[config.mk]
export PLATFORM = sky130hd
export DESIGN_NAME = cmd_arbiter
export DESIGN_NICKNAME = d
export VERILOG_FILES = /design/src/rtl/cmd_arbiter.sv
export SDC_FILE = /design/constraint.sdc
export NUM_CORES = 1
export LEC_CHECK = 0
export CAP_MARGIN = 20
export CORE_AREA = 2 2 208 210
export DETAILED_ROUTE_END_ITERATION = 12
export DIE_AREA = 0 0 210 212
export PLACE_DENSITY = 0.59
export SLEW_MARGIN = 20
export SYNTH_ARGS = -nofsm -noshare
export SYNTH_HDL_FRONTEND = slang
export SYNTH_SLANG_ARGS = --single-unit
[constraint.sdc]
create_clock -name clk -period 8.45 [get_ports clk]
set_clock_uncertainty 0.1 [all_clocks]
set_input_delay 1.2675 -clock clk [delete_from_list [all_inputs] [get_ports clk]]
set_output_delay 1.2675 -clock clk [all_outputs]
set_load 0.1 [all_outputs]
[src/rtl/cmd_arbiter.sv]
// Two-requester arbiter feeding the DDR command FIFO. A write burst locks the grant to its owner.
// Define CMD_ARB_FIXED_PRIO_EN to resolve IDLE ties to requester 0 instead of round-robin.
module cmd_arbiter (
    input  logic         clk,
    input  logic         rstn,
    input  logic         s0_valid,
    output logic         s0_ready,
    input  logic         s0_cmd_type,
    input  logic [26:0]  s0_addr,
    input  logic [5:0]   s0_burst_cnt,
    input  logic [127:0] s0_wt_data,
    input  logic [15:0]  s0_wt_mask,
    input  logic         s1_valid,
    output logic         s1_ready,
    input  logic         s1_cmd_type,
    input  logic [26:0]  s1_addr,
    input  logic [5:0]   s1_burst_cnt,
    input  logic [127:0] s1_wt_data,
    input  logic [15:0]  s1_wt_mask,
    output logic         io_push_valid,
    input  logic         io_push_ready,
    output logic         io_push_cmd_type,
    output logic [26:0]  io_push_addr,
    output logic [5:0]   io_push_burst_cnt,
    output logic [127:0] io_push_wt_data,
    output logic [15:0]  io_push_wt_mask,
    output logic         grant_id
);
    typedef enum logic {IDLE, LOCK} state_t;

    state_t       state, state_nxt;
    logic [5:0]   cnt, cnt_nxt;
    logic         owner, owner_nxt;
    logic         gnt, any_vld, accept, can_load;
    logic         sel_type;
    logic [26:0]  sel_addr;
    logic [5:0]   sel_bc;
    logic [127:0] sel_data;
    logic [15:0]  sel_mask;
`ifndef CMD_ARB_FIXED_PRIO_EN
    logic         last_grant, last_grant_nxt;
`endif

    assign can_load = !io_push_valid || io_push_ready;

    assign sel_type = gnt ? s1_cmd_type  : s0_cmd_type;
    assign sel_addr = gnt ? s1_addr      : s0_addr;
    assign sel_bc   = gnt ? s1_burst_cnt : s0_burst_cnt;
    assign sel_data = gnt ? s1_wt_data   : s0_wt_data;
    assign sel_mask = gnt ? s1_wt_mask   : s0_wt_mask;

    // Reset gates the handshake so no beat is taken while rstn is low.
    assign s0_ready = accept && !gnt;
    assign s1_ready = accept && gnt;

    always_comb begin
        state_nxt = state;
        cnt_nxt   = cnt;
        owner_nxt = owner;
        gnt       = 1'b0;
        any_vld   = 1'b0;
`ifndef CMD_ARB_FIXED_PRIO_EN
        last_grant_nxt = last_grant;
`endif
        if (state == LOCK) begin
            gnt     = owner;
            any_vld = owner ? s1_valid : s0_valid;
        end else begin
            any_vld = s0_valid || s1_valid;
            if (s0_valid && s1_valid) begin
`ifdef CMD_ARB_FIXED_PRIO_EN
                gnt = 1'b0;
`else
                gnt = ~last_grant;
`endif
            end else begin
                gnt = s1_valid;
            end
        end
        accept = any_vld && can_load && rstn;
        if (accept) begin
            if (state == IDLE) begin
                // burst_cnt 0 and 1 are both single-beat, so only >1 locks
                if (sel_type && (sel_bc > 6'd1)) begin
                    cnt_nxt   = sel_bc - 6'd1;
                    owner_nxt = gnt;
                    state_nxt = LOCK;
                end else begin
`ifndef CMD_ARB_FIXED_PRIO_EN
                    last_grant_nxt = gnt;
`endif
                end
            end else begin
                cnt_nxt = cnt - 6'd1;
                if (cnt == 6'd1) begin
                    state_nxt = IDLE;
`ifndef CMD_ARB_FIXED_PRIO_EN
                    last_grant_nxt = owner;
`endif
                end
            end
        end
    end

    always_ff @(posedge clk or negedge rstn) begin
        if (!rstn) begin
            state <= IDLE;
            cnt   <= 6'd0;
            owner <= 1'b0;
`ifndef CMD_ARB_FIXED_PRIO_EN
            last_grant <= 1'b1;
`endif
        end else begin
            state <= state_nxt;
            cnt   <= cnt_nxt;
            owner <= owner_nxt;
`ifndef CMD_ARB_FIXED_PRIO_EN
            last_grant <= last_grant_nxt;
`endif
        end
    end

    always_ff @(posedge clk or negedge rstn) begin
        if (!rstn) begin
            io_push_valid     <= 1'b0;
            io_push_cmd_type  <= 1'b0;
            io_push_addr      <= 27'd0;
            io_push_burst_cnt <= 6'd0;
            io_push_wt_data   <= 128'd0;
            io_push_wt_mask   <= 16'd0;
            grant_id          <= 1'b0;
        end else if (can_load) begin
            io_push_valid <= accept;
            if (accept) begin
                io_push_cmd_type  <= sel_type;
                io_push_addr      <= sel_addr;
                io_push_burst_cnt <= sel_bc;
                io_push_wt_data   <= sel_data;
                io_push_wt_mask   <= sel_mask;
                grant_id          <= gnt;
            end
        end
    end
endmodule

==> results.md <==
- Status: completed
- Reg clk slew, reported paths: 70 ps
- Ranking of synthesized cells by area: dfrtp_1 (52%), mux2i_1 (20%), o21ai_0 (8.0%), nand2_1 (7.6%), o21ai_1 (2.3%)
- Synth unique cells: 42
- Mux cell area share after synthesis: 20.57%
- Post-CTS setup buffers: 0
- WL final: 31700 um
- Io pins: 543
- Routed vias/inst: 4.150
- Setup crit end kind: primary output
- Crit Path Class: input pin to primary output
- Area leader, netlist: dfrtp_1
- Die Wd: 210 um
- CTS Buf Count: 17
- Slew Limit Fails: 0
- Min-delay worst type: register to register
- Port bufs: 542
- Post-synth EDFFs: 0
- Layout Area Growth over Synthesis: 72.74%
- First-pass GRT wire length: 47020 um
- Layout cells sized above 1: 3.877%
- Max FO, Critical Path: 82
- Fillers: 4294
- Fmax: 0.1812 GHz
- Critical Path AT: 4150 ps
- Post-DP HPWL: 24490 um
- Worst path slowest cell: clkdlybuf4s50_1
- CTS tree: yes
- Clock Tree Buf Depth: 2
- Final std cells w/o fill: 1939
- Worst slew margin: 29.00%
- Synthesized cell area: 0.008970 mm2
- Initial Utilization: 21.10%
- Crit share post-route: 65.29%
- Top_reg_cell synth: dfrtp_1
- Sequential area share after synthesis: 52.74%
- CTS sink cnt: 189
- Final Net Count: 1745
- DRC: 0
- Async SR Flop Fraction: 100.0%
- Worst setup SP type: input pin
- Pre-antenna DRT Iters: 6
- Post-synth top area share: 52.45%
- DP Cell Count: 1907
- Vias: 8047
- Largest net degree at the start of global routing: 202
- Synthesized netlist cell count: 873
- Synth Area in Compound Gates: 12.39%
- Setup TNS: 0 ps
- Area of the multi-input gates: 0.003933 mm2
- Hold slack: 377.3 ps
- Die Y: 212 um
- # rows: 76
- Max_cap viols: 0
- Flop-to-flop setup slack: 4780 ps
- Placer's final routability congestion estimate: 0.8330
- Hold buffers post-CTS: 0
- Resized Gates After CTS: 0
- Die area: 0.04452 mm2
- XOR/XNOR share of the synthesized area: 0.6835%
- Worst-margin pin slew: 1062 ps
- Total grt overflow: 0
- Initial antenna violation count: 0
- Final antenna-violating net count: 0
- Syn Area/Cell: 10.27 um2
- Number of global-route vias before repair: 8024
- CTS Root Cell: clkbuf_16
- Critical Path Max Stage Delay: 1140 ps
- H-tree depth: 4
- Main combinational cell family by area after synthesis: multiplexers
- DR iter-0 viols: 332
- DR WL/cell: 16.35 um
- Synth warnings: 0
- Post-Synth Simple-Gate Area: 9.541%
- Critical path cell sequence: clkbuf_8 -> o21ai_0 -> a211o_4 -> nor2_1 -> clkdlybuf4s50_1
- Antenna cells: 0
- Final Hold Viols: 0
- Required time of the critical path: 7080 ps
- Synthesized Nets: 1238
- Tot GR Track Use: 13.83%
- Core ar.: 0.04251 mm2
- #FFs+latches synth: 189
- Worst skew pair latency: 440 ps
- RSZ-0062 raised after global routing: no
- Minimum clock period: 5517 ps
- Post-synthesis adder-cell area fraction: 0.5580%
- Flip-flop and latch area: 0.004731 mm2
- Endpoints failing setup: 0
[kinds of logic after synthesis]
family,Yosys count
xor+xnor,7
compound gates,206
simple gates,215
fa+ha+maj,4
flops,189
mux,183
buf+inv,69
[layout by cell type (no fill, tap or decap), types with 4 or more instances in the layout]
cell and instances:
clkdlybuf4s50_1 541, dfrtp_1 188, nand2_1 182, mux2i_1 181, o21ai_0 143, o21ai_1 41, clkbuf_16 17, nor2_1 12
a21oi_1 7, nor3_1 6, buf_4 6, inv_1 5, xor2_1 5, ha_1 4, clkinvlp_4 4
[layer usage]
| metal | global-route usage (%) | routed length [um] |
|---|---|---|
| met5 | 0 | 0 |
| met4 | 5.869 | 842 |
| met3 | 3.264 | 1853 |
| met2 | 23.47 | 15490 |
| met1 | 16.83 | 13520 |
[final timing paths]
path                                      from              endpoint  cells past startpoint
setup / recovery                          rstn              s1_ready                      5
hold / removal             io_push_wt_data[19]   io_push_wt_data[19]                      2
setup reg to reg                         state                cnt[4]                     11
hold reg to reg            io_push_wt_data[19]   io_push_wt_data[19]                      2
max in group asynchronous                 rstn       io_push_addr[4]                      2
min in group asynchronous                 rstn  io_push_wt_data[112]                      1
[cells in the mapped netlist (2+ instances only)]
| library cell | n |
|---|---|
| dfrtp_1 | 188 |
| nand2_1 | 182 |
| mux2i_1 | 181 |
| o21ai_0 | 143 |
| o21ai_1 | 41 |
| buf_2 | 39 |
| clkbuf_1 | 22 |
| nor2_1 | 12 |
| a21oi_1 | 7 |
| nor3_1 | 6 |
| inv_1 | 5 |
| xor2_1 | 5 |
| ha_1 | 4 |
| nand3_1 | 3 |
| a211o_1 | 2 |
| and3_1 | 2 |
| inv_2 | 2 |
| o221a_1 | 2 |
| o221ai_1 | 2 |
| or3_1 | 2 |
| xnor2_1 | 2 |
[sequential cells by signal, summed over array words and instances (netlist names), 6 cells and up]
| signal | count |
|---|---|
| io_push_burst_cnt | 6 |
| io_push_wt_data | 128 |
| io_push_wt_mask | 16 |
| cnt | 6 |
| io_push_addr | 27 |
[stage by stage]
step / util [%] / area, um2 / setup WS (ps)
final: 36.45 / 15490 / 2933
after global routing: 36.45 / 15490 / 2658
after CTS: 36.45 / 15490 / 2870
after detailed placement: 35.02 / 14890 / 2869
after global placement: 35.02 / 14890 / 2888
after floorplan: - / 8970 / 3609
[critical path, delay by kind of cell]
kind	cells	cell delay (ps)
AO/OA/AOI/OAI	2	1000
buffers and inverters	2	1670
AND/OR/NAND/NOR	1	170
[layout make-up]
| class | count | share of cell area [%] |
|---|---|---|
| inverters | 7 | 0.1696 |
| repair buffers | 550 | 35.59 |
| clock buffers | 19 | 2.923 |
| flip-flops and latches | 189 | 30.53 |
| well taps | 546 | 4.409 |
| clock inverters | 13 | 1.001 |
| multi-input cells | 615 | 25.38 |
Power is not shown: default switching activity piles up to over one toggle a cycle in this logic, so the estimate is an artifact.
==> variant 1 (config.mk and constraints unchanged) <==
Reset style: synchronous (`rstn`), changed in 2 clocked blocks.
--- a/src/rtl/cmd_arbiter.sv
+++ b/src/rtl/cmd_arbiter.sv
@@ -103,5 +103,5 @@
     end
 
-    always_ff @(posedge clk or negedge rstn) begin
+    always_ff @(posedge clk) begin
         if (!rstn) begin
             state <= IDLE;
@@ -121,5 +121,5 @@
     end
 
-    always_ff @(posedge clk or negedge rstn) begin
+    always_ff @(posedge clk) begin
         if (!rstn) begin
             io_push_valid     <= 1'b0;
Function: differs if rstn is asserted again (counterexample within 4 cycles, from zero or initial values and one cycle with rstn low); with rstn held inactive, the same outputs for 4 cycles.
==> variant 1 against the unedited design <==
Synthesized cell count increased by 3.2%. Worst setup slack got worse by 0.48 ns. Global-route usage decreased by 0.35 points. Register-to-register slack got worse by 0.36 ns. Sequential share of layout area decreased by 5.3 points. Sequential cell count unchanged. Routed wire length decreased by 2.2%. Final area decreased by 3.2%. Synthesized area decreased by 4.0%. Non-clock buffer count decreased by 1. Critical endpoint unchanged. Utilization decreased by 1.2 points.
==> variant 1: results (changes against the unedited design) <==
** GRT
- The largest net degree at the start of global routing is 125 (-38%).
- Antenna violations before repair :: 2 (+2)

** Final layout
- Proportion of cell area occupied by registers :: 25.2% (-5.3 points)
- The clock network area share came to 3.70% (-0.23 points).
- Sequential cell area :: 0.00378 mm^2 (-20%)
- The count of plain and timing-repair buffers in the layout is 549 (-0.18%).
- The portion of the layout cell area used by non-clock buffers was 36.6% (+1.0 points).
- Layout multi-input combinational cell count :: 625 (+1.6%)
- Relative to the synthesized area, the layout overhead comes to 74.2%.
- Number of inserted filler cells in the final layout :: 4414 (+2.8%)
- Non-Clock Inverter Count :: 5 (-2)
- The count of non-filler cells in the finished layout was 1944 (+0.26%).
- Post-layout net count :: 1752 (+0.40%)

** Logic synthesis
- In the post-synthesis netlist, the biggest area contributors are sky130_fd_sc_hd__dfxtp_1 (44%), sky130_fd_sc_hd__mux2i_1 (21%), sky130_fd_sc_hd__a211oi_1 (15%), sky130_fd_sc_hd__nor2_1 (8.2%), sky130_fd_sc_hd__buf_2 (3.0%).
- The post-synthesis async set-or-reset flop share was 0% (-100 points).
- Xor and xnor fraction of the mapped netlist area :: 0.407% (-0.28 points)
- Leading post-synthesis cells by instance count :: sky130_fd_sc_hd__dfxtp_1 (189), sky130_fd_sc_hd__nor2_1 (188), sky130_fd_sc_hd__mux2i_1 (183), sky130_fd_sc_hd__a211oi_1 (175), sky130_fd_sc_hd__buf_2 (51)

** Worst hold path
- Hold_sp :: io_push_burst_cnt[3]$_SDFFE_PN0P_

** Run status
- The run finished with clean final reports.

** Detailed routing
- The met3 wire length is 3100 um (+67%).
- Detail-routed net length per standard cell :: 15.9 um (-2.5%)
- The amount of wire on met2 after detailed routing came to 15100 um (-2.7%).

** Placement
- Last weighted congestion value of the routability-driven placer :: 0.783 (-6.1%)

** STA
- Minimum setup slack in the final design :: 2.46 ns (-0.478 ns)

** Clocking
- Clock latency reported for the late side of the worst-skew pair :: 0.46 ns (+0.02 ns)

** Setup path
- The arrival time at the worst endpoint was 4.63 ns (+0.48 ns).
- FF-to-FF setup slack :: 4.42 ns (-0.36 ns)
- R2r startpoint :: state$_SDFFE_PN0P_
## variant 1: cell types whose count changed in the layout (fill, tap and decap cells not counted), moves of 4 or more
cell / before / now
sky130_fd_sc_hd__nor2_1: 12 / 188
sky130_fd_sc_hd__nand3_1: 3 / 8
sky130_fd_sc_hd__xor2_1: 5 / 1
sky130_fd_sc_hd__o21ai_1: 41 / 2
sky130_fd_sc_hd__a211oi_1: 1 / 175
sky130_fd_sc_hd__nand2_1: 182 / 6
sky130_fd_sc_hd__dfrtp_1: 188 / 0
sky130_fd_sc_hd__o21ai_0: 143 / 10
sky130_fd_sc_hd__dfxtp_1: 0 / 189
sky130_fd_sc_hd__clkbuf_1: 0 / 4
## variant 1: critical path, cell delays in order
cell	delay, ns
sky130_fd_sc_hd__clkdlybuf4s50_1	0.89
sky130_fd_sc_hd__inv_6	0.38
sky130_fd_sc_hd__a2111o_1	0.69
sky130_fd_sc_hd__nor2_1	0.18
sky130_fd_sc_hd__clkdlybuf4s50_1	1.17
==> variant 2 (config.mk and constraints unchanged) <==
Without the edit above. The option `CMD_ARB_FIXED_PRIO_EN` is turned on by a define.
--- a/src/rtl/cmd_arbiter.sv
+++ b/src/rtl/cmd_arbiter.sv
@@ -1,4 +1,6 @@
 // Two-requester arbiter feeding the DDR command FIFO. A write burst locks the grant to its owner.
 // Define CMD_ARB_FIXED_PRIO_EN to resolve IDLE ties to requester 0 instead of round-robin.
+`define CMD_ARB_FIXED_PRIO_EN
+
 module cmd_arbiter (
     input  logic         clk,
Formal check against the unedited RTL: not equivalent (a bounded check fails within 4 cycles, from zero or initial values and one cycle with rstn low).
==> variant 2 against the unedited design <==
Fmax rose by 1.9%. Critical path depth is 1 higher. Worst setup slack gained 0.11 ns. Hold slack better by 0.014 ns. Routed wire length up 12%. Utilization shrank 0.62 points. Final area decreased by 1.7%. Sequential cell count down 1. Synthesized area fell by 2.0%. Count of clock-buffer cells in the layout rose by 4. Non-clock buffer count is the same. Synthesized cell count increased by 23%. Largest cell class unchanged. Highest routed layer unchanged.
Power is not shown: default switching activity piles up to over one toggle a cycle in this logic, so the estimate is an artifact.
==> variant 2: results (changes against the unedited design) <==
** Final layout
- In the final layout, the registers with the most flip-flops are io_push_wt_data (128), io_push_addr (27), io_push_wt_mask (16).
- Post-layout net count :: 1922 (+10%)
- The fraction of layout instances using a drive strength above 1 is 2.81% (-1.1 points).
- The layout filler cell count was 4411 (+2.7%).

** Logic synthesis
- Sequential element share of the synthesized area :: 53.5% (+0.78 points)
- The commonest cells after synthesis are sky130_fd_sc_hd__nand2_1 (361), sky130_fd_sc_hd__dfrtp_1 (188), sky130_fd_sc_hd__nor2_1 (181), sky130_fd_sc_hd__a31oi_1 (174), sky130_fd_sc_hd__clkbuf_1 (53).
- Async set-or-reset flop fraction in the synthesized netlist :: 100% (unchanged)
- The number of distinct standard cells referenced by the synthesized netlist came to 46 (+9.5%).
- The fraction of post-synthesis cell area in the top cell type by area is 53.5% (+1.1 points).
- Warning count from the yosys run :: 0 (unchanged)
- Yosys attributes the largest share of cell area to sky130_fd_sc_hd__dfrtp_1 (54%), sky130_fd_sc_hd__nand2_1 (15%), sky130_fd_sc_hd__a31oi_1 (12%), sky130_fd_sc_hd__nor2_1 (7.7%), sky130_fd_sc_hd__clkbuf_1 (2.3%).
- Mapped Nets :: 1436 (+16%)

** Clocking
- Clock transition at the registers of the reported paths :: 0.07 ns (about the same)
- Clock buffer count from CTS :: 17 (unchanged)
- Maximum buffer depth of the clock tree :: 2 (unchanged)
- Setup Buffers After CTS :: 0 (unchanged)
- The clock latency of the later-clocked register in the worst-skew pair came to 0.48 ns (+0.04 ns).
- H-tree depth reported by CTS :: 4 (unchanged)
- # resized after CTS :: 0 (unchanged)
- Clock root buffer :: sky130_fd_sc_hd__clkbuf_16

** Run status
- Result of the run :: finished clean

** Worst hold path
- The worst hold path belongs to the class reg -> reg.
- The worst hold path begins at io_push_burst_cnt[4]$_DFFE_PN0P_.

** GRT
- The number of antenna violations at the first check in global routing came to 1 (+1).
- The global-route wire length before repair was 54200 um (+15%).
- Number of global-route vias before repair :: 9408 (+17%)
- The global routing usage summed across all routing layers came to 15.9% (+2.1 points).
- Largest net degree at the start of global routing :: 207 (+2.5%)

** Placement
- The number of port buffers was 542 (unchanged).
- The routability congestion estimate was 0.769 (-7.6%).
- The half-perimeter wire length of the detailed placement result came to 25400 um (+3.9%).

** STA
- The tightest slew margin relative to the limit was 26.5% (-2.5 points).
- The number of hold violations in the final report is 0 (unchanged).
- The number of max-slew violations in the final report was 0 (unchanged).

** Setup path
- In this run the worst setup path begins at s1_valid.
- Among cell families on the critical path, the largest total delay comes from buffers and inverters.
- The maximum net fanout on the critical path came to 62 (-24%).
- Master of the slowest instance on the critical path :: sky130_fd_sc_hd__clkdlybuf4s50_1
- Critical path data arrival time :: 4.04 ns (-0.11 ns)
- The startpoint identified for the worst register-to-register timing path is state$_DFFE_PN0P_.
- Maximum single-stage delay on the critical path :: 1.17 ns (+0.03 ns)

** Run
- The total of max-cap violations came to 0 (unchanged).

** Detailed routing
- DR vias/cell :: 4.45 (+7.1%)
- Detail-routed net length per standard cell :: 16.7 um (+2.4%)
- The length of the first detailed-routing pass in iterations came to 4 (-2).
- Initial drt markers :: 455 (+37%)
==> variant 2: changes by cell type after synthesis, sizes merged, moves of 31 or more <==
cell    unedited run  this run
mux2i            182         3
nand2            182       361
o21ai            184         9
a31oi              1       174
nor2              12       182
clkbuf            22        53
==> variant 2: per-stage QoR <==
stage                     std cells  hold WS, ns  utilization (%)  cell area, um^2  setup slack, ns
after floorplan                1071        0.391                -             8790             3.80
after global placement         2083        0.364             34.5            14700             2.84
after detailed placement       2083        0.378             34.5            14700             2.72
after CTS                      2112        0.395             35.8            15200             2.73
after global routing           2114        0.434             35.8            15200             2.94
final                          2114        0.391             35.8            15200             3.04
==> variant 2: worst min-delay path, delay by kind of cell, from the launching register on <==
kind / cells / cell delay, ns
AO/OA/AOI/OAI: 1 / 0.06
flip-flops: 1 / 0.35
AND/OR/NAND/NOR: 1 / 0.05
==> variant 2: path summary, 6_finish.rpt <==
check                                                   end  slack [ns]  depth (start not counted)
max                                                s0_ready        3.04                          6
min                        io_push_burst_cnt[4]$_DFFE_PN0P_        0.39                          2
max reg2reg                               owner$_DFFE_PN0P_        4.50                         10
min reg2reg                io_push_burst_cnt[4]$_DFFE_PN0P_        0.39                          2
max in group asynchronous      io_push_addr[21]$_DFFE_PN0P_        5.54                          3
min in group asynchronous   io_push_wt_data[96]$_DFFE_PN0P_        0.72                          1
==> variant 2: cells by family after synthesis <==
group / count (synthesis) / share of synthesized area, %
compound gates: 204 / 15.1
xor+xnor: 4 / 0.399
fa+ha+maj: 4 / 0.569
buf+inv: 91 / 4.23
flops: 188 / 53.5
mux: 6 / 0.726
simple gates: 574 / 25.5
==> variant 2: routing by layer <==
metal | GRT usage [%] | vias to the layer above | wire length (um)
met5 | 0 | - | 0
met4 | 5.06 | 0 | 686
met3 | 6.87 | 36 | 3270
met2 | 26.4 | 381 | 17000
met1 | 18.6 | 4410 | 14400
li1 | - | 4570 | -
==> variant 2: layout make-up <==
type	instances	area, um^2	share of cell area [%]
inverter	8	30.0	0.197
timing repair buffer	550	5530	36.3
clock buffer	23	458	3.01
sequential	188	4700	30.9
clock inverter	6	91.3	0.600
multi-input combinational	792	3730	24.5
tap	546	683	4.49
antenna	1	2.50	0.0164
